## config.mk

```make
export PLATFORM = sky130hd
export DESIGN_NAME = uart_tx_sched_flat
export DESIGN_NICKNAME = d
export VERILOG_FILES = /design/src/rtl/uart_tx_sched_if.sv /design/src/rtl/uart_tx_sched.sv /design/src/flat_wrapper.sv
export SDC_FILE = /design/constraint.sdc
export NUM_CORES = 1
export LEC_CHECK = 0
export BUFFER_PORTS_ARGS = -buffer_cell sky130_fd_sc_hd__buf_2
export CAP_MARGIN = 40
export CORE_MARGIN = 5
export CORE_UTILIZATION = 40
export DETAILED_ROUTE_END_ITERATION = 12
export GPL_TIMING_DRIVEN = 0
export PLACE_DENSITY_LB_ADDON = 0.3
export SYNTH_ARGS = -nofsm -noshare
export SYNTH_HDL_FRONTEND = slang
export SYNTH_SLANG_ARGS = --single-unit
```

## constraint.sdc

```tcl
create_clock -name clk -period 1.9 [get_ports clk]
set_input_delay 0.19 -clock clk [delete_from_list [all_inputs] [get_ports clk]]
set_output_delay 0.19 -clock clk [all_outputs]
set_load 0.02 [all_outputs]
```

## src/rtl/uart_tx_sched_if.sv

```systemverilog
// Byte-source handshake and transmitter control signals shared by uart_tx_sched.
// Handshake: a byte moves from source i on a rising clk edge where req_valid[i] & req_ready[i].
interface uart_tx_sched_if #(
  parameter int NUM_REQ = 4
) ();
  logic [NUM_REQ-1:0]   req_valid;
  logic [NUM_REQ*8-1:0] req_data;
  logic [NUM_REQ-1:0]   req_mask;
  logic [NUM_REQ-1:0]   req_ready;
  logic                 tx_start;
  logic [7:0]           tx_data;
  logic                 tx_busy;

  modport master (
    output req_valid, req_data, req_mask, tx_busy,
    input  req_ready, tx_start, tx_data
  );

  modport slave (
    input  req_valid, req_data, req_mask, tx_busy,
    output req_ready, tx_start, tx_data
  );
endinterface

```

## src/rtl/uart_tx_sched.sv

```systemverilog
// Round-robin scheduler sharing one UART byte transmitter among NUM_REQ sources,
// with a watchdog that abandons a frame the transmitter never acknowledges.
module uart_tx_sched #(
  parameter int NUM_REQ      = 4,
  parameter int ID_W         = 2,
  parameter int BUSY_TIMEOUT = 16
) (
  input  logic            clk,
  input  logic            rst_n,
  input  logic            en,
  uart_tx_sched_if.slave  bus,
  output logic [ID_W-1:0] cur_id,
  output logic            active,
  output logic            err_timeout,
  output logic [1:0]      dbg_state
);
  localparam int WDOG_W = $clog2(BUSY_TIMEOUT) + 1;

  typedef enum logic [1:0] {
    IDLE      = 2'd0,
    ISSUE     = 2'd1,
    WAIT_BUSY = 2'd2,
    WAIT_DONE = 2'd3
  } state_e;

  state_e            state_q, state_d;
  logic [WDOG_W-1:0] wdog_q, wdog_d;
  logic [7:0]        tx_data_q, tx_data_d;
  logic [ID_W-1:0]   cur_id_q, cur_id_d;
  logic              active_q, active_d;
  logic              err_q, err_d;

  logic [NUM_REQ-1:0] elig;
  logic [NUM_REQ-1:0] grant_oh;
  logic [ID_W-1:0]    winner;
  logic [7:0]         win_data;
  logic               grant;

  // Search from cur_id+1 cyclically; the smallest offset is assigned last and wins.
  always_comb begin
    elig     = bus.req_valid & ~bus.req_mask;
    winner   = cur_id_q;
    win_data = 8'h00;
    for (int k = NUM_REQ; k >= 1; k--) begin
      for (int i = 0; i < NUM_REQ; i++) begin
        if (elig[i] && (((int'(cur_id_q) + k) % NUM_REQ) == i)) begin
          winner = ID_W'(i);
        end
      end
    end
    for (int i = 0; i < NUM_REQ; i++) begin
      if (winner == ID_W'(i)) begin
        win_data = bus.req_data[8*i +: 8];
      end
    end
    grant = (state_q == IDLE) && en && (|elig) && !bus.tx_busy;
    for (int i = 0; i < NUM_REQ; i++) begin
      grant_oh[i] = grant && (winner == ID_W'(i));
    end
  end

  always_comb begin
    state_d   = state_q;
    wdog_d    = wdog_q;
    tx_data_d = tx_data_q;
    cur_id_d  = cur_id_q;
    active_d  = active_q;
    err_d     = 1'b0;
    case (state_q)
      IDLE: begin
        if (grant) begin
          tx_data_d = win_data;
          cur_id_d  = winner;
          active_d  = 1'b1;
          state_d   = ISSUE;
        end
      end
      ISSUE: begin
        wdog_d  = '0;
        state_d = WAIT_BUSY;
      end
      WAIT_BUSY: begin
        if (bus.tx_busy) begin
          state_d = WAIT_DONE;
        end else if (wdog_q == WDOG_W'(BUSY_TIMEOUT - 1)) begin
          // Byte is dropped; the round-robin pointer still moved on at grant time.
          err_d    = 1'b1;
          active_d = 1'b0;
          state_d  = IDLE;
        end else if (wdog_q != '1) begin
          wdog_d = wdog_q + 1'b1;
        end
      end
      WAIT_DONE: begin
        if (!bus.tx_busy) begin
          active_d = 1'b0;
          state_d  = IDLE;
        end
      end
      default: begin
        state_d = IDLE;
      end
    endcase
  end

  always_ff @(posedge clk or negedge rst_n) begin
    if (!rst_n) begin
      state_q   <= IDLE;
      wdog_q    <= '0;
      tx_data_q <= 8'h00;
      cur_id_q  <= ID_W'(NUM_REQ - 1);
      active_q  <= 1'b0;
      err_q     <= 1'b0;
    end else begin
      state_q   <= state_d;
      wdog_q    <= wdog_d;
      tx_data_q <= tx_data_d;
      cur_id_q  <= cur_id_d;
      active_q  <= active_d;
      err_q     <= err_d;
    end
  end

  assign bus.req_ready = grant_oh;
  assign bus.tx_start  = (state_q == ISSUE);
  assign bus.tx_data   = tx_data_q;
  assign cur_id        = cur_id_q;
  assign active        = active_q;
  assign err_timeout   = err_q;
  assign dbg_state     = state_q;
endmodule

```

## src/flat_wrapper.sv

```systemverilog
// flat-port wrapper written by rule: the top's interface ports become plain ports
module uart_tx_sched_flat 
#(
  parameter int NUM_REQ      = 4,
  parameter int ID_W         = 2,
  parameter int BUSY_TIMEOUT = 16
)
  (clk, rst_n, en, cur_id, active, err_timeout, dbg_state, bus_req_valid, bus_req_data, bus_req_mask, bus_tx_busy, bus_req_ready, bus_tx_start, bus_tx_data);
  uart_tx_sched_if #(.NUM_REQ(NUM_REQ)) bus_i ();
  input  logic clk;
  input  logic rst_n;
  input  logic en;
  output logic [ID_W-1:0] cur_id;
  output logic active;
  output logic err_timeout;
  output logic [1:0] dbg_state;
  input wire logic [$bits(bus_i.req_valid)-1:0] bus_req_valid;
  input wire logic [$bits(bus_i.req_data)-1:0] bus_req_data;
  input wire logic [$bits(bus_i.req_mask)-1:0] bus_req_mask;
  input wire logic [$bits(bus_i.tx_busy)-1:0] bus_tx_busy;
  output wire logic [$bits(bus_i.req_ready)-1:0] bus_req_ready;
  output wire logic [$bits(bus_i.tx_start)-1:0] bus_tx_start;
  output wire logic [$bits(bus_i.tx_data)-1:0] bus_tx_data;
  assign bus_i.req_valid = bus_req_valid;
  assign bus_i.req_data = bus_req_data;
  assign bus_i.req_mask = bus_req_mask;
  assign bus_i.tx_busy = bus_tx_busy;
  assign bus_req_ready = bus_i.req_ready;
  assign bus_tx_start = bus_i.tx_start;
  assign bus_tx_data = bus_i.tx_data;
  uart_tx_sched #(.NUM_REQ(NUM_REQ), .ID_W(ID_W), .BUSY_TIMEOUT(BUSY_TIMEOUT)) u_core (.clk(clk), .rst_n(rst_n), .en(en), .bus(bus_i), .cur_id(cur_id), .active(active), .err_timeout(err_timeout), .dbg_state(dbg_state));
endmodule
```

## Word level (Yosys, flattened, before mapping)

Index checks and enable logic that the tools add are counted.

| word-level totals | value |
|---|---|
| bits in registers | 19 |
| bits of input ports | 44 |
| output and inout port bits | 19 |
| word-level logic and storage cells | 122 |

| cells by class | value |
|---|---|
| add/subtract/negate cells | 5 |
| equal/unequal tests | 27 |
| mux-type cells | 37 |
| bitwise logic cells | 6 |
| reductions and logical operators | 41 |

Operator list:

| kind | number |
|---|---|
| $logic_not 32->1 | 4 |
| $mux 2 | 20 |
| $mux 8 | 4 |
| $eq 3x3->1 const B | 8 |
| $logic_and 1x1->1 | 23 |
| $mux 5 | 3 |
| $eq 3x2->1 const B | 4 |
| $pmux 5 s2 | 1 |
| $eq 2x2->1 const B | 4 |
| $pmux 2 s4 | 1 |
| $reduce_or 2->1 | 4 |
| $mux 1 | 7 |
| $ne 2x1->1 const B | 3 |
| $ne 2x2->1 const B | 3 |
| $add 5x1->5 const B | 1 |
| $eq 5x4->1 const B | 1 |
| $ne 5x5->1 const B | 1 |
| $reduce_and 5->1 | 1 |
| $add 2x1->2 const B | 2 |
| $add 2x2->2 const B | 2 |
| $and 1x1->1 const A | 4 |
| $and 4x4->4 | 1 |
| $eq 2x1->1 const B | 2 |
| $logic_not 2->1 | 2 |
| 10 further kinds | 10 |

## Logic depth before layout (Yosys ltp)

| logic depth | value |
|---|---|
| depth in word-level cells | 26 |
| depth in mapped cells | 7 |
| depth with buffers taken out | 7 |

## Worst setup path before layout

Ideal clock, no wire load.

| timing path | value |
|---|---|
| kind | reg-to-output |
| start | reg u_core.state_q[1] (netlist: u_core.dbg_state[1]) |
| end | out bus_req_ready[0] |
| data arrival time | 1733 ps |
| required time | 1710 ps |
| path slack | -23 ps |
| cell stages (with the launch flop) | 5 |
| path buffers | 0 |
| path through | dfrtp_1 nor4b_2 o31ai_4 o21bai_2 nor3_1 |

| between the ends | value |
|---|---|
| word-level cells in the longest chain between the ends | 5 |

RTL lines:

| element | RTL line | RTL |
|---|---|---|
| start, declared | uart_tx_sched.sv:26 | `state_e state_q, state_d;` |
| start signal, assigned | uart_tx_sched.sv:115 | `state_q <= state_d;` |
| $logic_not 2->1 | uart_tx_sched.sv:56 | `grant = (state_q == IDLE) && en && (\|elig) && !bus.tx_busy;` |
| $logic_and 1x1->1 (3 in series) | uart_tx_sched.sv:56 |  |
| $logic_and 1x1->1 | uart_tx_sched.sv:58 | `grant_oh[i] = grant && (winner == ID_W'(i));` |
| end, declared | flat_wrapper.sv:21 | `output wire logic [$bits(bus_i.req_ready)-1:0] bus_req_ready;` |

No other way between the ends.

## Worst setup path after layout

| timing path | value |
|---|---|
| start | reg u_core.cur_id_q[1] (netlist: u_core.cur_id[1]) |
| end | out bus_req_ready[3] |

| between the ends | value |
|---|---|
| word-level cells in the longest chain between the ends | 23 |
| elaborated cells on any way between the ends | 62 |
| those cells by class | add/sub: 4; eq/ne: 13; mux: 16; bitwise: 4; reduce/logical: 25 |

RTL lines:

| element | RTL line | RTL |
|---|---|---|
| start, declared | uart_tx_sched.sv:29 | `logic [ID_W-1:0] cur_id_q, cur_id_d;` |
| start signal, assigned | uart_tx_sched.sv:111 | `cur_id_q <= ID_W'(NUM_REQ - 1);` |
| start signal, assigned | uart_tx_sched.sv:118 | `cur_id_q <= cur_id_d;` |
| $add 2x1->2 | uart_tx_sched.sv:46 | `if (elig[i] && (((int'(cur_id_q) + k) % NUM_REQ) == i)) begin` |
| $reduce_or 2->1 (no line) | -- |  |
| $and 1x1->1 (no line) | -- |  |
| $logic_not 32->1 | uart_tx_sched.sv:46 |  |
| $logic_and 1x1->1 | uart_tx_sched.sv:46 |  |
| $mux 2 (15 in series) | uart_tx_sched.sv:46 |  |
| $mux 2 * | uart_tx_sched.sv:46 |  |
| $eq 2x2->1 * | uart_tx_sched.sv:58 |  |
| $logic_and 1x1->1 * | uart_tx_sched.sv:58 |  |

Mark *: on every way between the ends. The rest lies on a longest branch, timed or not.

==> results.cfg <==
[critical_path]
critical_path.cell_chain = inv_2 -> o211ai_1 -> o21ai_2 -> nor3_2 -> buf_4 -> and2_4 -> buf_6
cpMaxStageDelayCell = dfstp_2
r2r_start = u_core.cur_id[1]
cpPeakStageDelay_ns = 0.60
critPathArrivalTime_ns = 2.01
r2r_cells = 9
path_buf_inv = 3
cp-start-kind = register
worst-r2r-setup-slack_ns = -0.11
cp_max_fo = 4
critical_path_class = register to output port
cp_top_family = flip-flops
cp-end-kind = output port
cp_data_required_time_ns = 1.71
rr_endpoint = u_core.bus.tx_data[6]

[drt]
drtIter0Drc = 48
drt_wl_total_um = 3770
ant_nets = 0
wire_per_inst_um = 14.8
via_per_inst = 5.31
routed-via-count = 1348
drc = 0
dr.pass1.iters = 4

[grt]
grt_remaining_overflow = 0
grt_pass1_vias = 1446
antenna_found_initial = 0
grt_usage_pct = 17.9
grt_pass1_wl_um = 6170
grt_max_degree = 20

[die]
io_pins = 63
rows = 20
die-width_um = 65.4
start_util_pct = 40.8
die_h_um = 65.4
die_area_um2 = 4270
core_area_um2 = 3000

[synth]
yosysWarningCount = 0
synth_area_leaders = dfrtp_1 35%, mux2i_1 8.2%, nand2_1 7.3%
synth.largest_area_cell = dfrtp_1
synth_top_area_share_pct = 34.7
syn_nets = 175
synth_seq_area_share_pct = 39.0
ys_dominant_reg_cell = dfrtp_1
synth.distinct_cells = 37
synth_cells = 128
synth-edff-count = 0
async_reset_ff_share_pct = 100
syn_area_um2 = 1230
ys_ff_latch = 19
syn_avg_cell_area_um2 = 9.58

[pwr]
clkPwrFrac_pct = 9.5
p_sw_share_pct = 43.5
p_switching_w = 0.000989
cellLeakagePower_nw = 0.962
share_comb_of_total_power_pct = 58.2
powerDensity_nw_per_um2 = 1190
ir_worst_vdd_uv = 626
pwr-share-seq_pct = 32.3
intPower_w = 0.00128
p_total_w = 0.00227

[sta]
rsz0062_at_grt = yes
skew_ns = 0.00476
hold_viol_final = 0
worst_slack_ns = -0.297
setup_violations = 12
finalMaxSlewViolations = 0
tightest_slew_ns = 0.546
fmax_mhz = 455
timing.setup.tns_ns = -1.71
slew_headroom_pct = 63.6
fin_crit_sh_pct = 116
layout_min_cycle_time_ns = 2.20

[place]
place.gp.congestion = 0.820
place_ws_ns = -0.0391
dp_hpwl_um = 2500
io_buffers = 62

[final_layout]
area_growth_syn_to_layout_pct = 56.1
drive_above_1_share_pct = 53.4
finish.utilization_pct = 63.7
final_common_cell = buf_2
fillers = 249
fin_nets = 269
mostFrequentLayoutCells = 59 x buf_2, 28 x buf_4, 24 x nand2_1
n_antenna_cell = 0

[min_path]
hold_depth = 3
min_to = u_core.dbg_state[0]
hold_path_class = primary input to register
hold_start = bus_tx_busy

[clocking]
cts_max_level = 1
clockBufferDepth = 2
clock-sinks = 19
path_clk_slew_ns = 0.12
cts_made_buffers = 3
ctsRootBufferMaster = clkbuf_4
clock_latency_ns = 0.30
cts_tree = built

[job]
drv_cap = 0

[outcome]
violations = setup timing
status = finished with violations
-- Yosys cell counts, types with 2 or more instances --
library cell and number:
mux2i_1 10, dfstp_2 2, o211ai_1 9, inv_1 3
a22oi_1 2, ha_1 3, nand2b_1 5, a21oi_1 3
o21ai_1 2, dfrtp_1 17, o21ai_0 5, nand2_1 24
nor3_1 2, mux2_1 7, nor2_1 7, nor2b_1 5
xor2_1 2
-- worst max-delay path by stage --
stage	start	end	slack [ns]	depth (start not counted)
detailed placement	u_core.wdog_q[0]	u_core.wdog_q[3]	-0.04	7
global placement	u_core.dbg_state[0]	bus_req_ready[2]	-0.02	6
CTS	u_core.dbg_state[1]	bus_req_ready[2]	-0.11	6
global route	u_core.cur_id[1]	bus_req_ready[2]	-0.34	7
floorplan	u_core.cur_id[1]	bus_req_ready[2]	0.02	6
finish	u_core.cur_id[1]	bus_req_ready[3]	-0.30	7
-- power groups by stage --
stage | combinational (W) | sequential [W] | clock, W
after global placement | 0.000964 | 0.000735 | 0
after global routing | 0.00146 | 0.000757 | 0.000227
after CTS | 0.00125 | 0.000718 | 0.000215
final | 0.00132 | 0.000735 | 0.000215
after detailed placement | 0.000998 | 0.000744 | 0
after floorplan | 0.000536 | 0.000884 | 0
-- per-stage QoR --
step                instances  hold slack [ns]  instance area (µm²)
floorplan                 128           -0.106                 1240
global placement          223            0.149                 1590
detailed placement        223            0.161                 1590
CTS                       247            0.153                 1820
global route              254            0.167                 1910
finish                    254            0.154                 1910
-- flip-flops by register name (all words and copies together) (netlist names) --
name	flops
u_core.wdog_q	5
u_core.dbg_state	2
u_core.err_timeout	1
u_core.cur_id	2
u_core.active	1
u_core.bus.tx_data	8
-- metal layers --
| metal | vias up | track usage [%] | part of all wire [%] |
|---|---|---|---|
| met4 | 0 | 4.15 | 1.0 |
| met5 | - | 0 | 0 |
| met3 | 4 | 3.76 | 7.2 |
| li1 | 643 | - | - |
| met1 | 642 | 21.3 | 40 |
| met2 | 59 | 32.5 | 52 |
-- what timing repair did --
action	in CTS	in global routing
hold endpoints to repair	17	0
buffers inserted	19	7
hold buffers	1	0
endpoints found under the setup margin	10	14
pin swaps	8	12
resized for setup	13	10
-- logic make-up (layout without fill, tap and decap cells) --
group	Yosys count	count (layout)	share of synthesized area, %
and+or+nand+nor	54	54	23.7
DFF	19	19	39.0
AOI/OAI and AO/OA	26	26	15.7
muxes	17	17	14.6
adders and majority gates	3	3	3.06
xor gates and xnor gates	2	2	1.43
buffers and inverters	7	100	2.55
-- worst register-to-register path, cell delays in order, from the launching register on --
cell	delay [ns]
dfstp_2	0.60
buf_4	0.14
nor2_1	0.04
a22oi_1	0.17
o211ai_1	0.15
buf_4	0.19
buf_4	0.16
mux2_1	0.31
nand2_1	0.07
o211ai_1	0.08
-- cell type report --
type	count	area, µm²	area share [%]
Clock buffer	4	26.3	1.37
Tap cell	33	41.3	2.16
Sequential cell	19	480	25.1
Inverter	4	15.0	0.784
Buffer	3	18.8	0.980
Multi-Input combinational cell	102	798	41.7
Timing Repair Buffer	89	534	27.9
Power figures use the tool's default switching activity.
